File: src/rtl/mem_log_reader.sv
// Logger memory dump engine: walks every address, waits the read latency,
// and streams each I/Q word as two bytes over a valid/ready interface.
module mem_log_reader #(
  parameter int BRAM_ADDR_WIDTH = 15,
  parameter int READ_LATENCY    = 2
) (
  input  logic                       clk,
  input  logic                       i_rst_n,
  input  logic                       i_start,
  input  logic                       i_abort,
  input  logic                       i_mem_full,
  input  logic [31:0]                i_data_log_from_mem,
  output logic                       o_read_log,
  output logic [BRAM_ADDR_WIDTH-1:0] o_addr_log_to_mem,
  output logic [7:0]                 o_tx_data,
  output logic                       o_tx_valid,
  input  logic                       i_tx_ready,
  output logic                       o_busy,
  output logic                       o_done,
  output logic                       o_err
);

  typedef enum logic [2:0] {
    IDLE,
    FETCH,
    SEND_HI,
    SEND_LO,
    DONE
  } state_t;

  localparam logic [3:0] LAT_LAST = 4'(READ_LATENCY - 1);

  state_t                     state;
  state_t                     state_nx;
  logic [3:0]                 lat_cnt;
  logic [3:0]                 lat_cnt_nx;
  logic [15:0]                word;
  logic [15:0]                word_nx;
  logic [BRAM_ADDR_WIDTH-1:0] addr_nx;
  logic [7:0]                 tx_data_nx;
  logic                       err_nx;
  logic                       last;
  logic                       data_unused;

  assign last        = &o_addr_log_to_mem;
  assign data_unused = ^i_data_log_from_mem[31:16];

  always_ff @(posedge clk or negedge i_rst_n) begin
    if (!i_rst_n) begin
      state             <= IDLE;
      lat_cnt           <= '0;
      word              <= '0;
      o_addr_log_to_mem <= '0;
      o_tx_data         <= '0;
      o_tx_valid        <= 1'b0;
      o_read_log        <= 1'b0;
      o_busy            <= 1'b0;
      o_done            <= 1'b0;
      o_err             <= 1'b0;
    end else begin
      state             <= state_nx;
      lat_cnt           <= lat_cnt_nx;
      word              <= word_nx;
      o_addr_log_to_mem <= addr_nx;
      o_tx_data         <= tx_data_nx;
      o_tx_valid        <= (state_nx == SEND_HI)
                        || (state_nx == SEND_LO);
      o_read_log        <= (state_nx == FETCH)
                        || (state_nx == SEND_HI)
                        || (state_nx == SEND_LO);
      o_busy            <= (state_nx != IDLE);
      o_done            <= (state_nx == DONE);
      o_err             <= err_nx;
    end
  end

  // Abort wins over everything, including a same-cycle handshake.
  always_comb begin
    state_nx = state;
    unique case (state)
      IDLE:    if (i_start && i_mem_full) state_nx = FETCH;
      FETCH:   if (lat_cnt == LAT_LAST) state_nx = SEND_HI;
      SEND_HI: if (i_tx_ready) state_nx = SEND_LO;
      SEND_LO: if (i_tx_ready) state_nx = last ? DONE : FETCH;
      DONE:    state_nx = IDLE;
      default: state_nx = IDLE;
    endcase
    if (i_abort && state != IDLE) state_nx = IDLE;
  end

  always_comb begin
    lat_cnt_nx = lat_cnt;
    word_nx    = word;
    addr_nx    = o_addr_log_to_mem;
    tx_data_nx = o_tx_data;
    err_nx     = (state == IDLE) && i_start && !i_mem_full;
    unique case (state)
      IDLE: begin
        if (state_nx == FETCH) begin
          addr_nx    = '0;
          lat_cnt_nx = '0;
        end
      end
      FETCH: begin
        lat_cnt_nx = lat_cnt + 4'd1;
        if (state_nx == SEND_HI) begin
          word_nx    = i_data_log_from_mem[15:0];
          tx_data_nx = i_data_log_from_mem[15:8];
        end
      end
      SEND_HI: begin
        if (state_nx == SEND_LO) tx_data_nx = word[7:0];
      end
      SEND_LO: begin
        if (state_nx == FETCH) begin
          addr_nx    = o_addr_log_to_mem + 1'b1;
          lat_cnt_nx = '0;
        end
      end
      default: ;
    endcase
  end

endmodule
File: config.mk
export PLATFORM = sky130hd
export DESIGN_NAME = mem_log_reader
export DESIGN_NICKNAME = d
export VERILOG_FILES = /design/src/rtl/mem_log_reader.sv
export SDC_FILE = /design/constraint.sdc
export NUM_CORES = 1
export LEC_CHECK = 0
export BUFFER_PORTS_ARGS = -buffer_cell sky130_fd_sc_hd__buf_2
export CAP_MARGIN = 20
export CELL_PAD_IN_SITES_DETAIL_PLACEMENT = 0
export CELL_PAD_IN_SITES_GLOBAL_PLACEMENT = 2
export CORE_UTILIZATION = 34
export CTS_CLUSTER_DIAMETER = 80
export DETAILED_ROUTE_END_ITERATION = 7
export GPL_TIMING_DRIVEN = 1
export PLACE_DENSITY = 0.95
export SLEW_MARGIN = 20
export SYNTH_ARGS = -nofsm -noshare
export SYNTH_HDL_FRONTEND = slang
export SYNTH_SLANG_ARGS = --single-unit
File: constraint.sdc
create_clock -name clk -period 5.4 [get_ports clk]
set_input_delay 0 -clock clk [delete_from_list [all_inputs] [get_ports clk]]
set_output_delay 0 -clock clk [all_outputs]
set_load 0.02 [all_outputs]
After elaboration in Yosys (flattened, before gate mapping). Index checks and enable logic that the tools add are counted.

Flip-flop bits (word level): 43. Output and inout port bits: 28.

$add $sub $neg: 2. Reductions and logical operators: 20. Eq/ne operators: 13. Muxes and demuxes: 15.

Operators with widths (number): $mux W15 (2); $pmux W15 S2 (1); $mux W3 (6); $mux W8 (2); $pmux W8 S2 (1); $add A15 B1 Y15 const B (1); $reduce_and A15 Y1 (1); $eq A3 B2 Y1 const B (4); $pmux W3 S4 (1); $pmux W4 S2 (1); $eq A3 B1 Y1 const B (2); $ne A2 B2 Y1 const B (3); $reduce_and A3 Y1 (2); $reduce_bool A2 Y1 (3); $reduce_bool A3 Y1 (2); $add A4 B1 Y4 const B (1); $eq A4 B1 Y1 const B (1); $logic_and A1 B1 Y1 (4); $mux W4 (1); $ne A2 B1 Y1 const B (2); $reduce_and A2 Y1 (2); $eq A3 B3 Y1 const B (1); $logic_not A3 Y1 (1); $logic_or A1 B1 Y1 (3); 2 further kinds (2).

Logic depth before layout (Yosys ltp). Gate-level depths: netlist of the first run.

Word-level depth: 8. Gate-level depth with buffers: 8. Mapped depth without buffers: 7.

Least setup slack after synthesis of the first run. OpenSTA, ideal clock, no wires.

Path type: flip-flop to flip-flop. Start point: register lat_cnt[1]. End point: register word[0]. Arrival time: 1.911 ns. Data required time: 5.275 ns. Path slack: 3.365 ns. Library setup time: 0.125 ns. Stages on the path, launching flop included: 7. Period minus slack after synthesis: 2.035 ns. Cells stage by stage: dfrtp_1 inv_1 ha_1 nor3b_1 a22oi_1 nor4_4 mux2_2.

Cells in the longest elaborated chain, start to end: 6.

RTL lines: start: declaration (RTL line 35) `logic [3:0] lat_cnt;`; start signal: assignment (RTL line 62) `lat_cnt <= lat_cnt_nx;`; $eq A4 B1 Y1 (RTL line 82) `FETCH: if (lat_cnt == LAT_LAST) state_nx = SEND_HI;`; $mux W3 (RTL line 82); $pmux W3 S4 (RTL line 80) `unique case (state)`; $mux W3 (RTL line 88) `if (i_abort && state != IDLE) state_nx = IDLE;`; $eq A3 B2 Y1 (RTL line 106) `if (state_nx == SEND_HI) begin`; $reduce_and A2 Y1 (no line); end signal: assignment (RTL line 63) `word <= word_nx;`; end: declaration (RTL line 37) `logic [15:0] word;`.

No other way between the ends. A chain may end at the register's enable or synchronous reset.

Worst setup path in the final report of the first run.
Start point: register state[2]. End point: register o_tx_data[1].

Cells in the longest elaborated chain, start to end: 6.

RTL lines: start: declaration (RTL line 33) `state_t state;`; start signal: assignment (RTL line 61) `state <= state_nx;`; $eq A3 B2 Y1 (tied with other cells) (RTL line 80); $pmux W3 S4 or $logic_and A1 B1 Y1 (tied branches) (RTL line 80, 88); $mux W3 (RTL line 88); $eq A3 B2 Y1 (on tied branches) (RTL line 106, 112); $ne A2 B2 Y1 (no line); $reduce_and A3 Y1 (no line); end signal: assignment (RTL line 65) `o_tx_data <= tx_data_nx;`; end: declaration (RTL line 15) `output logic [7:0] o_tx_data,`.

Parallel ways exist; a longest one is shown, timed or not.

==> impl_metrics.xml, run 1 <==
<?xml version="1.0" encoding="UTF-8"?>
<metrics>
  <group name="placement">
    <metric name="dpl_cell_area" unit="sq um">2462</metric>
    <metric name="detailed_place_hpwl" unit="um">3405</metric>
    <metric name="post-place-ws" unit="ns">2.532</metric>
    <metric name="gp_congestion" unit="">0.7129</metric>
    <metric name="portbufs" unit="">49</metric>
  </group>
  <group name="global_route">
    <metric name="first_global_vias" unit="">1809</metric>
    <metric name="grt_use_met2" unit="%">26.97</metric>
    <metric name="number_of_antenna_violations_at_the_first_check_in_global_routing" unit="">0</metric>
    <metric name="wire_length_of_the_first_global_routing_pass" unit="um">8818</metric>
    <metric name="grt_start_max_net_pins" unit="">44</metric>
    <metric name="grt-ovfl-total" unit="">0</metric>
    <metric name="global_route.usage.total" unit="%">15.87</metric>
    <metric name="gr-usage-met3" unit="%">4.374</metric>
    <metric name="grt.busiest_layer" unit="">met2</metric>
    <metric name="grt.met1_usage" unit="%">19.83</metric>
  </group>
  <group name="min_path">
    <metric name="worst_hold_path_type" unit="">primary input to flop</metric>
    <metric name="hold_start" unit="">i_data_log_from_mem[15]</metric>
    <metric name="hold-path-cell-count" unit="">3</metric>
    <metric name="whs_endpoint" unit="">o_tx_data[7]</metric>
  </group>
  <group name="layout">
    <metric name="final_design_area_no_fill" unit="sq um">2753</metric>
    <metric name="finish.utilization" unit="%">43.60</metric>
    <metric name="area_delta_synth_final" unit="%">24.01</metric>
    <metric name="num_antenna_cells" unit="">0</metric>
    <metric name="fraction_of_final_layout_cells_with_drive_strength_greater_than_1" unit="%">30.34</metric>
    <metric name="num-nets-final" unit="">307</metric>
    <metric name="fillerInstances" unit="">649</metric>
  </group>
  <group name="critical_path">
    <metric name="worstPathCellList" unit="">nor3b_2 &gt; nand2_2 &gt; a2111oi_4 &gt; nor2_1 &gt; a21oi_1</metric>
    <metric name="path_max_fanout" unit="">16</metric>
    <metric name="worstReg2RegStart" unit="">state[2]</metric>
    <metric name="crit_required" unit="ns">5.62</metric>
    <metric name="setup.worst_path.start_class" unit="">flop</metric>
    <metric name="crit_arrival" unit="ns">3.06</metric>
    <metric name="cp_slowest_stage_delay" unit="ns">0.85</metric>
    <metric name="crit_path_top_delay_cell" unit="">a2111oi_4</metric>
    <metric name="regToRegSetupSlack" unit="ns">2.57</metric>
    <metric name="r2r_end" unit="">o_tx_data[1]</metric>
    <metric name="crit_type" unit="">flop to flop</metric>
    <metric name="worst_path_dominant_cell_family" unit="">simple AND/OR/NAND/NOR gates</metric>
    <metric name="endpoint_kind" unit="">flop</metric>
    <metric name="worst-path-buf-inv" unit="">0</metric>
    <metric name="worst-r2r-cell-count" unit="">5</metric>
  </group>
  <group name="clock_tree">
    <metric name="ctsRootBufferMaster" unit="">clkbuf_8</metric>
    <metric name="clock_latency" unit="ns">0.29</metric>
    <metric name="clock_tree.htree_level_count" unit="">2</metric>
    <metric name="clock_tree_from_tritoncts" unit="">built</metric>
    <metric name="max-clock-path-buffers" unit="">2</metric>
    <metric name="cts_setup_buffers" unit="">0</metric>
    <metric name="path_clk_slew" unit="ns">0.08</metric>
    <metric name="clock_buffer_count_from_cts" unit="">5</metric>
    <metric name="clock_sink_count" unit="">43</metric>
  </group>
  <group name="route">
    <metric name="postRouteWirelength" unit="um">5042</metric>
    <metric name="initialDrtViolationCount" unit="">124</metric>
    <metric name="vias" unit="">1795</metric>
    <metric name="drt.antenna.violating_nets" unit="">0</metric>
    <metric name="drt_pass1_iterations" unit="">6</metric>
    <metric name="drt-vias-per-instance" unit="">5.218</metric>
    <metric name="drt-wirelength-per-cell" unit="um">14.66</metric>
    <metric name="remaining_drc_errors" unit="">2</metric>
  </group>
  <group name="sta">
    <metric name="drv_slew" unit="">0</metric>
    <metric name="final_hold_violation_count" unit="">0</metric>
    <metric name="finClkSkew" unit="ns">0.002203</metric>
    <metric name="max_slew.worst_pin.slew" unit="ns">0.9111</metric>
    <metric name="rsz_0062_raised_after_global_routing" unit="">false</metric>
    <metric name="setup_violations_final" unit="">0</metric>
    <metric name="finalCriticalPeriod" unit="ns">2.833</metric>
    <metric name="setup_tns" unit="ns">0</metric>
    <metric name="max_clock_freq" unit="MHz">353.0</metric>
    <metric name="slew-limit-headroom" unit="%">39.00</metric>
    <metric name="final.setup.worst_slack" unit="ns">2.567</metric>
    <metric name="fin_crit_sh" unit="%">52.46</metric>
  </group>
  <group name="power">
    <metric name="p_total" unit="mW">1.059</metric>
    <metric name="static-leakage-power" unit="nW">1.269</metric>
    <metric name="power_density" unit="nW/um^2">384.8</metric>
    <metric name="vdd_ir_drop_max" unit="mV">0.2287</metric>
  </group>
  <group name="yosys">
    <metric name="mappedNetlistNets" unit="">244</metric>
    <metric name="synth_seq_area_share" unit="%">48.48</metric>
    <metric name="synthesis.area" unit="sq um">2220</metric>
    <metric name="synth_top_flop_cell" unit="">dfrtp_1</metric>
    <metric name="post_synth_inst_count" unit="">203</metric>
    <metric name="async_reset_ff_share" unit="%">100.0</metric>
    <metric name="ys_types" unit="">49</metric>
    <metric name="yosysWarningCount" unit="">0</metric>
    <metric name="synth_edf_count" unit="">0</metric>
    <metric name="post_synth.cell_area_avg" unit="sq um">10.93</metric>
    <metric name="ys_seq_elements" unit="">43</metric>
  </group>
  <group name="floorplan">
    <metric name="die_area" unit="sq um">6856</metric>
    <metric name="placeable_area" unit="sq um">6314</metric>
    <metric name="placement_rows" unit="">29</metric>
    <metric name="die_h" unit="um">82.80</metric>
    <metric name="floorplan.initialDensity" unit="%">35.16</metric>
    <metric name="die_w" unit="um">82.80</metric>
    <metric name="io_pins" unit="">66</metric>
  </group>
  <group name="job">
    <metric name="cap_violations" unit="">0</metric>
  </group>
  <group name="outcome">
    <metric name="run_status" unit="">complete, but fails checks</metric>
    <metric name="violations" unit="">design-rule violations</metric>
  </group>
</metrics>
## power breakdown
part           switching, mW  internal [mW]
clock network          0.112          0.150
registers             0.0515          0.389
logic                  0.222          0.135
## layout by cell type (no fill, tap or decap), types with 3 or more instances in the layout
cell / n
nand2_2: 3
nand2_1: 9
o31ai_1: 4
or3_1: 6
nand4_1: 7
nor2_1: 18
ha_1: 3
o21ai_0: 9
dfrtp_1: 43
a21oi_1: 16
nand3_1: 8
dlygate4sd3_1: 17
clkbuf_8: 6
mux2_2: 9
or4_1: 5
nor3_1: 4
inv_1: 3
nor4_1: 3
buf_2: 48
mux2i_1: 8
## per-layer routing
layer,share of wire (%),vias to the layer above,wire (um)
met5,0,-,0
met4,1.2,0,58
met3,6.0,6,302
met2,50,54,2531
met1,43,857,2150
li1,-,878,-
## cells in the mapped netlist (2+ instances only)
| cell | number | share of area, % |
|---|---|---|
| a21oi_1 | 16 | 3.6 |
| a21oi_2 | 2 | 0.79 |
| and2_1 | 2 | 0.56 |
| buf_4 | 3 | 1.0 |
| buf_6 | 6 | 3.0 |
| dfrtp_1 | 43 | 48 |
| ha_1 | 3 | 1.7 |
| inv_1 | 3 | 0.51 |
| mux2_2 | 9 | 4.6 |
| mux2i_1 | 8 | 3.6 |
| nand2_1 | 9 | 1.5 |
| nand2_2 | 3 | 0.85 |
| nand2b_1 | 2 | 0.56 |
| nand3_1 | 8 | 1.8 |
| nand4_1 | 7 | 2.0 |
| nor2_1 | 18 | 3.0 |
| nor2b_1 | 2 | 0.56 |
| nor3_1 | 4 | 0.90 |
| nor3b_2 | 2 | 1.1 |
| nor4_1 | 3 | 0.85 |
| o21ai_0 | 9 | 2.0 |
| o31ai_1 | 4 | 1.4 |
| or3_1 | 6 | 1.7 |
| or4_1 | 5 | 1.7 |
| xor2_1 | 2 | 0.79 |
## cell type report
class | count | area [sq um] | share of cell area [%]
Clock buffer | 6 | 82.58 | 3.000
Clock inverter | 2 | 35.03 | 1.273
Multi-Input combinational cell | 147 | 1033 | 37.55
Inverter | 3 | 11.26 | 0.4091
Sequential cell | 43 | 1076 | 39.09
Tap cell | 77 | 96.34 | 3.500
Timing Repair Buffer | 66 | 417.9 | 15.18
## per-stage QoR
step                      instances  hold WS, ns
after detailed placement        319       0.1965
final                           344      0.01302
after floorplan                 203      -0.2956
after CTS                       344    0.0008425
after global routing            344     0.009961
after global placement          319       0.1930
## worst max path at each step
stage,to,startpoint,cells past startpoint
2_1_floorplan,word[0],lat_cnt[1],6
3_3_place_gp,o_tx_data[7],state[2],5
4_1_cts,o_tx_data[1],state[2],5
3_5_place_dp,o_tx_data[1],state[2],5
6_report,o_tx_data[1],state[2],5
5_1_grt,o_tx_data[5],state[2],5
## repair_timing
item | CTS | global route
resized for setup | 0 | 0
hold endpoints to repair | 59 | 0
hold buffers | 17 | 0
endpoints found under the setup margin | 0 | 0
## kinds of logic (layout without fill, tap and decap cells)
group / after synthesis / after routing / synth area share, %
xor+xnor: 2 / 2 / 0.7893
fa+ha+maj: 3 / 3 / 1.691
compound gates: 42 / 42 / 13.14
flops: 43 / 43 / 48.48
buf+inv: 13 / 77 / 4.960
simple gates: 83 / 83 / 22.77
mux: 17 / 17 / 8.174
## flip-flops by register name (all words and copies together) (netlist names), 3 cells and up
signal,cells
state,3
lat_cnt,4
o_addr_log_to_mem,15
word,8
o_tx_data,8
## tightest hold or removal path, cell delays in order
cell     delay, ns
buf_2         0.08
mux2i_1       0.07
a21oi_2       0.13
(Power assumes the default switching activity.)
==> run 2: changes to the inputs <==
--- a/config.mk
+++ b/config.mk
@@ -5,15 +5,16 @@
 export SDC_FILE = /design/constraint.sdc
 export NUM_CORES = 1
 export LEC_CHECK = 0
+export ABC_AREA = 1
 export BUFFER_PORTS_ARGS = -buffer_cell sky130_fd_sc_hd__buf_2
 export CAP_MARGIN = 20
 export CELL_PAD_IN_SITES_DETAIL_PLACEMENT = 0
 export CELL_PAD_IN_SITES_GLOBAL_PLACEMENT = 2
-export CORE_UTILIZATION = 34
+export CORE_UTILIZATION = 29
 export CTS_CLUSTER_DIAMETER = 80
 export DETAILED_ROUTE_END_ITERATION = 7
 export GPL_TIMING_DRIVEN = 1
-export PLACE_DENSITY = 0.95
+export PLACE_DENSITY = 0.9
 export SLEW_MARGIN = 20
 export SYNTH_ARGS = -nofsm -noshare
 export SYNTH_HDL_FRONTEND = slang
==> constraint.sdc (replaced) <==
create_clock -name clk -period 2.7 [get_ports clk]
set_input_delay 0 -clock clk [delete_from_list [all_inputs] [get_ports clk]]
set_output_delay 0 -clock clk [all_outputs]
set_load 0.02 [all_outputs]
==> run 2 against run 1 <==
Effect of this change:
- the run now ends clean
- clock-buffer cell count is 1 lower
- clock skew rose by 0.0051 ns
- global-route usage fell by 1.5 points
- design area increased by 5.3%
- first-iteration DRC count shrank 25%
- total power rose by 110%
- non-clock buffer count is 4 higher
- synthesized cell count increased by 40%
- maximum frequency increased by 38%
- largest cell class unchanged
==> impl_metrics.xml, run 2 <==
<?xml version="1.0" encoding="UTF-8"?>
<metrics>
  <group name="power">
    <metric name="power_density" unit="nW/um^2">752.3</metric>
    <metric name="sw_frac_of_total" unit="%">42.15</metric>
    <metric name="vdd_ir_drop_max" unit="mV">0.3197</metric>
    <metric name="p_clk_share" unit="%">20.3</metric>
    <metric name="static-leakage-power" unit="nW">1.463</metric>
    <metric name="p_total" unit="mW">2.180</metric>
    <metric name="seqPwrFrac" unit="%">41.0</metric>
    <metric name="power.combinational.fraction" unit="%">38.7</metric>
    <metric name="internal_power" unit="mW">1.261</metric>
    <metric name="power.switching" unit="uW">918.9</metric>
  </group>
  <group name="yosys">
    <metric name="mappedNetlistNets" unit="">326</metric>
    <metric name="synth_edf_count" unit="">0</metric>
    <metric name="yosysWarningCount" unit="">0</metric>
    <metric name="ys_seq_elements" unit="">43</metric>
    <metric name="yosys-top-cells-count" unit="">nand2_1, dfrtp_1, nor2_1</metric>
    <metric name="post_synth_inst_count" unit="">285</metric>
    <metric name="synth_top_area_share" unit="%">47.30</metric>
    <metric name="ys_types" unit="">27</metric>
    <metric name="synth.mux.area_fraction" unit="%">0</metric>
    <metric name="synthAdderAreaFrac" unit="%">1.650</metric>
    <metric name="yosys.area_share.simple" unit="%">31.57</metric>
    <metric name="post-synth-top-area-cell" unit="">dfrtp_1</metric>
    <metric name="synth_top_flop_cell" unit="">dfrtp_1</metric>
    <metric name="post_synth.cell_area_avg" unit="sq um">7.981</metric>
    <metric name="xor_xnor_fraction_of_synth_area" unit="%">5.391</metric>
    <metric name="synthesis.area" unit="sq um">2275</metric>
    <metric name="synth_most_common_cell" unit="">nand2_1</metric>
    <metric name="netlist_top_cells_area" unit="">dfrtp_1, nand2_1, nor2_1</metric>
    <metric name="synth_compound_gate_area_share" unit="%">6.876</metric>
    <metric name="synth_seq_area_share" unit="%">47.30</metric>
    <metric name="synth_top_family_by_area" unit="">simple AND/OR/NAND/NOR gates</metric>
    <metric name="async_reset_ff_share" unit="%">100.0</metric>
  </group>
  <group name="route">
    <metric name="vias" unit="">1966</metric>
    <metric name="remaining_drc_errors" unit="">0</metric>
    <metric name="initialDrtViolationCount" unit="">93</metric>
    <metric name="drt.antenna.violating_nets" unit="">0</metric>
    <metric name="drt-vias-per-instance" unit="">4.311</metric>
    <metric name="postRouteWirelength" unit="um">5348</metric>
    <metric name="drt_pass1_iterations" unit="">4</metric>
    <metric name="drt-wirelength-per-cell" unit="um">11.73</metric>
  </group>
  <group name="placement">
    <metric name="gp_congestion" unit="">0.7750</metric>
    <metric name="portbufs" unit="">49</metric>
    <metric name="post-place-ws" unit="ns">0.6428</metric>
    <metric name="place_inst" unit="">429</metric>
    <metric name="detailed_place_hpwl" unit="um">3741</metric>
  </group>
  <group name="clock_tree">
    <metric name="clock_sink_count" unit="">43</metric>
    <metric name="clock_buffer_count_from_cts" unit="">5</metric>
    <metric name="path_clk_slew" unit="ns">0.09</metric>
    <metric name="max-clock-path-buffers" unit="">2</metric>
    <metric name="clock_tree_from_tritoncts" unit="">built</metric>
    <metric name="clock_tree.htree_level_count" unit="">2</metric>
    <metric name="clock_latency" unit="ns">0.31</metric>
    <metric name="ctsRootBufferMaster" unit="">clkbuf_8</metric>
  </group>
  <group name="layout">
    <metric name="area_used_by_multi_input_combinational_logic" unit="sq um">1035</metric>
    <metric name="area_delta_synth_final" unit="%">27.39</metric>
    <metric name="largest_reg_flops" unit="">15</metric>
    <metric name="final-instance-count-excl-fill" unit="">456</metric>
    <metric name="fillerInstances" unit="">792</metric>
    <metric name="fraction_of_final_layout_cells_with_drive_strength_greater_than_1" unit="%">22.69</metric>
    <metric name="mostFrequentLayoutCell" unit="">nand2_1</metric>
    <metric name="regMostFlops" unit="">o_addr_log_to_mem</metric>
    <metric name="mostFrequentLayoutCells" unit="">nand2_1, buf_2, dfrtp_1</metric>
    <metric name="biggestRegsByFlops" unit="">o_addr_log_to_mem: 15 flops, o_tx_data: 8 flops, word: 8 flops</metric>
    <metric name="final-seq-area" unit="sq um">1076</metric>
    <metric name="num-nets-final" unit="">397</metric>
    <metric name="num_antenna_cells" unit="">0</metric>
  </group>
  <group name="floorplan">
    <metric name="die_h" unit="um">90.57</metric>
    <metric name="placeable_area" unit="sq um">7408</metric>
    <metric name="io_pins" unit="">66</metric>
    <metric name="floorplan.initialDensity" unit="%">30.70</metric>
    <metric name="die_w" unit="um">90.57</metric>
    <metric name="placement_rows" unit="">31</metric>
    <metric name="die_area" unit="sq um">8202</metric>
  </group>
  <group name="critical_path">
    <metric name="cp_slowest_stage_delay" unit="ns">0.42</metric>
    <metric name="crit_required" unit="ns">2.94</metric>
    <metric name="worst_path_dominant_cell_family" unit="">simple AND/OR/NAND/NOR gates</metric>
    <metric name="worst-path-buf-inv" unit="">2</metric>
    <metric name="crit_path_top_delay_cell" unit="">nor2_4</metric>
    <metric name="path_max_fanout" unit="">20</metric>
    <metric name="crit_type" unit="">flop to flop</metric>
    <metric name="worstPathCellList" unit="">inv_1 &gt; nor2_2 &gt; nand2_1 &gt; buf_4 &gt; nor2_1 &gt; nand3_1 &gt; nand3_2 &gt; nor2_4 &gt; nand2_1 &gt; o21ai_2</metric>
    <metric name="endpoint_kind" unit="">flop</metric>
    <metric name="crit_arrival" unit="ns">2.29</metric>
    <metric name="regToRegSetupSlack" unit="ns">0.65</metric>
    <metric name="setup.worst_path.start_class" unit="">flop</metric>
    <metric name="cpMostUsedCell" unit="">nand2_1</metric>
  </group>
  <group name="min_path">
    <metric name="worst_hold_path_type" unit="">primary input to flop</metric>
  </group>
  <group name="sta">
    <metric name="finClkSkew" unit="ns">0.007317</metric>
    <metric name="final.setup.worst_slack" unit="ns">0.6520</metric>
    <metric name="max_clock_freq" unit="MHz">488.3</metric>
    <metric name="fin_crit_sh" unit="%">75.85</metric>
    <metric name="slew-limit-headroom" unit="%">62.11</metric>
    <metric name="rsz_0062_raised_after_global_routing" unit="">false</metric>
    <metric name="finalCriticalPeriod" unit="ns">2.048</metric>
    <metric name="drv_slew" unit="">0</metric>
    <metric name="setup_tns" unit="ns">0</metric>
    <metric name="max_slew.worst_pin.slew" unit="ns">0.5683</metric>
    <metric name="setup_violations_final" unit="">0</metric>
    <metric name="final_hold_violation_count" unit="">0</metric>
  </group>
  <group name="global_route">
    <metric name="global_route.usage.total" unit="%">14.33</metric>
    <metric name="grt_start_max_net_pins" unit="">44</metric>
    <metric name="number_of_antenna_violations_at_the_first_check_in_global_routing" unit="">0</metric>
    <metric name="wire_length_of_the_first_global_routing_pass" unit="um">9404</metric>
    <metric name="grt-ovfl-total" unit="">0</metric>
    <metric name="first_global_vias" unit="">2016</metric>
  </group>
  <group name="outcome">
    <metric name="run_status" unit="">completed</metric>
  </group>
  <group name="job">
    <metric name="cap_violations" unit="">0</metric>
  </group>
</metrics>
==> run 2: final timing paths <==
path / from / to / cells after the start
min in group asynchronous: i_rst_n / o_addr_log_to_mem[10] / 2
worst min-delay path: i_abort / o_done / 4
worst min register to register: word[1] / word[1] / 2
worst max register to register: state[1] / o_addr_log_to_mem[11] / 10
worst max-delay path: state[1] / o_addr_log_to_mem[11] / 10
max in group asynchronous: i_rst_n / lat_cnt[3] / 2
==> run 2: final cells by class <==
cell class | instances | area share (%)
inverters | 31 | 4.016
well taps | 99 | 4.275
multi-input cells | 205 | 35.71
clock inverters | 3 | 0.8636
flip-flops and latches | 43 | 37.13
repair buffers | 70 | 15.63
clock buffers | 5 | 2.375
==> run 2: cells by family (layout without fill, tap and decap cells) <==
logic type | Yosys count | after routing
simple gates | 163 | 163
flops | 43 | 43
buf+inv | 37 | 109
compound gates | 25 | 25
xor+xnor | 14 | 14
fa+ha+maj | 3 | 3
==> run 2: layer usage <==
layer / routed length, um / vias up / share of wire, % / GRT usage, %
met5: 0 / - / 0 / 0
li1: - / 1031 / - / -
met4: 50 / 0 / 0.93 / 5.511
met2: 2604 / 32 / 49 / 24.05
met1: 2523 / 899 / 47 / 18.21
met3: 170 / 4 / 3.2 / 2.609
==> run 2: repair_timing <==
item	4_1_cts	5_1_grt
buffers inserted	0	0
endpoints found under the hold margin	60	0
hold buffers	19	0
resized for setup	0	0
==> run 2: stage by stage <==
stage / area [sq um] / hold slack (ns) / util, %
global placement: 2611 / 0.1721 / 35.25
detailed placement: 2611 / 0.1807 / 35.25
finish: 2898 / 0.1112 / 39.12
global route: 2898 / 0.1353 / 39.12
floorplan: 2275 / -0.2956 / -
CTS: 2895 / 0.1032 / 39.08
==> run 2: worst min-delay path, delay by kind of cell <==
kind	cells	cell delay, ns
and+or+nand+nor	2	0.21
buffers and inverters	2	0.17
==> run 2: power groups by stage <==
stage                     Combinational (mW)  Clock (mW)  Sequential (mW)
final                                  0.843       0.443            0.893
after global routing                   0.952       0.485            0.917
after CTS                              0.860       0.457            0.896
after detailed placement               0.836           0            0.907
after global placement                 0.825           0            0.903
after floorplan                        0.516           0             1.00
==> run 3: changes to the inputs <==
--- a/config.mk
+++ b/config.mk
@@ -5,16 +5,16 @@
 export SDC_FILE = /design/constraint.sdc
 export NUM_CORES = 1
 export LEC_CHECK = 0
-export ABC_AREA = 1
+export ABC_AREA = 0
 export BUFFER_PORTS_ARGS = -buffer_cell sky130_fd_sc_hd__buf_2
 export CAP_MARGIN = 20
 export CELL_PAD_IN_SITES_DETAIL_PLACEMENT = 0
 export CELL_PAD_IN_SITES_GLOBAL_PLACEMENT = 2
-export CORE_UTILIZATION = 29
+export CORE_UTILIZATION = 32
 export CTS_CLUSTER_DIAMETER = 80
 export DETAILED_ROUTE_END_ITERATION = 7
 export GPL_TIMING_DRIVEN = 1
-export PLACE_DENSITY = 0.9
+export PLACE_DENSITY = 0.91
 export SLEW_MARGIN = 20
 export SYNTH_ARGS = -nofsm -noshare
 export SYNTH_HDL_FRONTEND = slang
==> constraint.sdc (replaced) <==
create_clock -name clk -period 2 [get_ports clk]
set_input_delay 0 -clock clk [delete_from_list [all_inputs] [get_ports clk]]
set_output_delay 0 -clock clk [all_outputs]
set_load 0.02 [all_outputs]
==> run 3 against run 2 <==
Effect of this change:
- total power up 52%
- clock power up 81%
- clock skew down 0.00072 ns
- via count down 0.61%
- utilization up 7.9 points
- die area down 11%
- clock-buffer cell count up 1
- wire length up 4.3%
- design area up 5.9%
- maximum frequency up 5.2%
- final cell count down 17%
- sequential power up 34%
- critical path type unchanged
- highest routed layer unchanged
==> impl_metrics.xml, run 3 (same netlist as run 1, synthesis figures left out) <==
<?xml version="1.0" encoding="UTF-8"?>
<metrics>
  <group name="outcome">
    <metric name="run_status" unit="">completed</metric>
  </group>
  <group name="power">
    <metric name="p_total" unit="mW">3.304</metric>
    <metric name="vdd_ir_drop_max" unit="mV">0.6159</metric>
    <metric name="static-leakage-power" unit="nW">1.465</metric>
    <metric name="power_density" unit="nW/um^2">1077</metric>
  </group>
  <group name="layout">
    <metric name="mostFrequentLayoutCells" unit="">buf_2, dfrtp_1, buf_4</metric>
    <metric name="area_delta_synth_final" unit="%">38.27</metric>
    <metric name="fraction_of_final_layout_cells_with_drive_strength_greater_than_1" unit="%">42.00</metric>
    <metric name="biggestRegsByFlops" unit="">o_addr_log_to_mem: 15 flops, o_tx_data: 8 flops, word: 8 flops</metric>
    <metric name="num_antenna_cells" unit="">0</metric>
    <metric name="largest_reg_flops" unit="">15</metric>
    <metric name="mostFrequentLayoutCell" unit="">buf_2</metric>
    <metric name="area_used_by_multi_input_combinational_logic" unit="sq um">1095</metric>
    <metric name="final-seq-area" unit="sq um">1079</metric>
    <metric name="regMostFlops" unit="">o_addr_log_to_mem</metric>
    <metric name="fillerInstances" unit="">630</metric>
    <metric name="num-nets-final" unit="">340</metric>
    <metric name="final-instance-count-excl-fill" unit="">377</metric>
  </group>
  <group name="route">
    <metric name="remaining_drc_errors" unit="">0</metric>
    <metric name="vias" unit="">1954</metric>
    <metric name="drt-wirelength-per-cell" unit="um">14.79</metric>
    <metric name="drt_pass1_iterations" unit="">4</metric>
    <metric name="postRouteWirelength" unit="um">5577</metric>
    <metric name="drt-vias-per-instance" unit="">5.183</metric>
    <metric name="drt.antenna.violating_nets" unit="">0</metric>
    <metric name="initialDrtViolationCount" unit="">74</metric>
  </group>
  <group name="critical_path">
    <metric name="crit_required" unit="ns">2.21</metric>
    <metric name="worstPathCellList" unit="">inv_1 &gt; ha_1 &gt; nor3b_4 &gt; nand2b_2 &gt; o2111a_4 &gt; or4_1 &gt; a21oi_1</metric>
    <metric name="crit_arrival" unit="ns">2.16</metric>
    <metric name="crit_type" unit="">flop to flop</metric>
    <metric name="cp_slowest_stage_delay" unit="ns">0.50</metric>
    <metric name="crit_path_top_delay_cell" unit="">or4_1</metric>
    <metric name="endpoint_kind" unit="">flop</metric>
    <metric name="path_max_fanout" unit="">7</metric>
    <metric name="setup.worst_path.start_class" unit="">flop</metric>
  </group>
  <group name="sta">
    <metric name="final_hold_violation_count" unit="">0</metric>
    <metric name="rsz_0062_raised_after_global_routing" unit="">true</metric>
    <metric name="fin_crit_sh" unit="%">97.33</metric>
    <metric name="max_clock_freq" unit="MHz">513.7</metric>
    <metric name="holdWs" unit="ns">0.007984</metric>
    <metric name="drv_slew" unit="">0</metric>
    <metric name="slew-limit-headroom" unit="%">65.78</metric>
    <metric name="finClkSkew" unit="ns">0.006597</metric>
    <metric name="max_slew.worst_pin.slew" unit="ns">0.5087</metric>
    <metric name="finalCriticalPeriod" unit="ns">1.947</metric>
    <metric name="setup_violations_final" unit="">0</metric>
  </group>
  <group name="placement">
    <metric name="portbufs" unit="">49</metric>
    <metric name="detailed_place_hpwl" unit="um">3909</metric>
    <metric name="gp_congestion" unit="">0.7501</metric>
    <metric name="place_inst" unit="">351</metric>
  </group>
  <group name="global_route">
    <metric name="grt_start_max_net_pins" unit="">22</metric>
    <metric name="wire_length_of_the_first_global_routing_pass" unit="um">9135</metric>
    <metric name="grt-ovfl-total" unit="">0</metric>
    <metric name="grt.met1_usage" unit="%">19.88</metric>
    <metric name="gr-usage-met3" unit="%">4.864</metric>
    <metric name="grt.busiest_layer" unit="">met2</metric>
    <metric name="grt_use_met2" unit="%">27.49</metric>
    <metric name="first_global_vias" unit="">1911</metric>
    <metric name="number_of_antenna_violations_at_the_first_check_in_global_routing" unit="">0</metric>
    <metric name="global_route.usage.total" unit="%">16.20</metric>
  </group>
  <group name="job">
    <metric name="cap_violations" unit="">0</metric>
  </group>
  <group name="clock_tree">
    <metric name="clock_tree_from_tritoncts" unit="">built</metric>
    <metric name="clock_buffer_count_from_cts" unit="">5</metric>
    <metric name="clock_sink_count" unit="">43</metric>
    <metric name="clock_tree.htree_level_count" unit="">2</metric>
    <metric name="max-clock-path-buffers" unit="">2</metric>
    <metric name="ctsRootBufferMaster" unit="">clkbuf_8</metric>
    <metric name="clock_latency" unit="ns">0.29</metric>
    <metric name="path_clk_slew" unit="ns">0.08</metric>
  </group>
  <group name="floorplan">
    <metric name="die_area" unit="sq um">7274</metric>
    <metric name="placeable_area" unit="sq um">6531</metric>
    <metric name="io_pins" unit="">66</metric>
    <metric name="die_w" unit="um">85.29</metric>
    <metric name="placement_rows" unit="">29</metric>
    <metric name="floorplan.initialDensity" unit="%">33.98</metric>
    <metric name="die_h" unit="um">85.29</metric>
  </group>
  <group name="min_path">
    <metric name="worst_hold_path_type" unit="">primary input to flop</metric>
  </group>
</metrics>
-- run 3: final timing paths --
kind	startpoint	end	slack, ns	depth (start not counted)
max in group asynchronous	i_rst_n	o_err	1.51	3
worst min register to register	word[4]	word[4]	0.52	1
worst max register to register	lat_cnt[1]	o_addr_log_to_mem[3]	0.05	7
worst max-delay path	lat_cnt[1]	o_addr_log_to_mem[3]	0.05	7
min in group asynchronous	i_rst_n	word[0]	0.03	2
worst min-delay path	i_data_log_from_mem[8]	o_tx_data[0]	0.008	3
-- run 3: stage by stage --
step / worst slack, ns / setup TNS, ns / instance area, sq um / utilization (%)
2_1_floorplan: 0.05663 / 0 / 2230 / -
3_3_place_gp: 0.07380 / 0 / 2725 / 41.72
3_5_place_dp: 0.02397 / 0 / 2725 / 41.72
4_1_cts: 0.005634 / 0 / 2978 / 45.59
5_1_grt: -0.04401 / -0.2519 / 3069 / 46.99
6_report: 0.05343 / 0 / 3069 / 46.99
-- run 3: power by group --
group,switching (mW),leakage (nW),internal [mW]
Sequential,0.142,0.579,1.05
Clock,0.303,0.0654,0.499
Combinational,0.690,0.820,0.618
-- run 3: metal layers --
layer	part of all wire [%]	vias up
met5	0	-
met3	7.7	10
met4	2.0	0
met2	49	77
li1	-	947
met1	41	920
-- run 3: final cells by class --
class                           count  area share [%]
Clock buffer                        6           2.364
Clock inverter                      2           1.957
Inverter                            3          0.3669
Multi-Input combinational cell    148           35.67
Sequential cell                    43           35.14
Tap cell                           77           3.139
Timing Repair Buffer               98           21.36
-- run 3: what timing repair did --
action                                  in CTS  in global routing
endpoints found under the setup margin       0                 32
resized for setup                            0                  9
hold endpoints to repair                    54                  0
hold buffers                                12                  0
buffers inserted                             0                  5
-- run 3: worst max-delay path, delay by kind of cell, from the launching register on --
| kind | cells | cell delay (ns) |
|---|---|---|
| AOI/OAI and AO/OA | 2 | 0.38 |
| adders and majority gates | 1 | 0.17 |
| buffers and inverters | 1 | 0.05 |
| DFF | 1 | 0.38 |
| and+or+nand+nor | 3 | 0.88 |
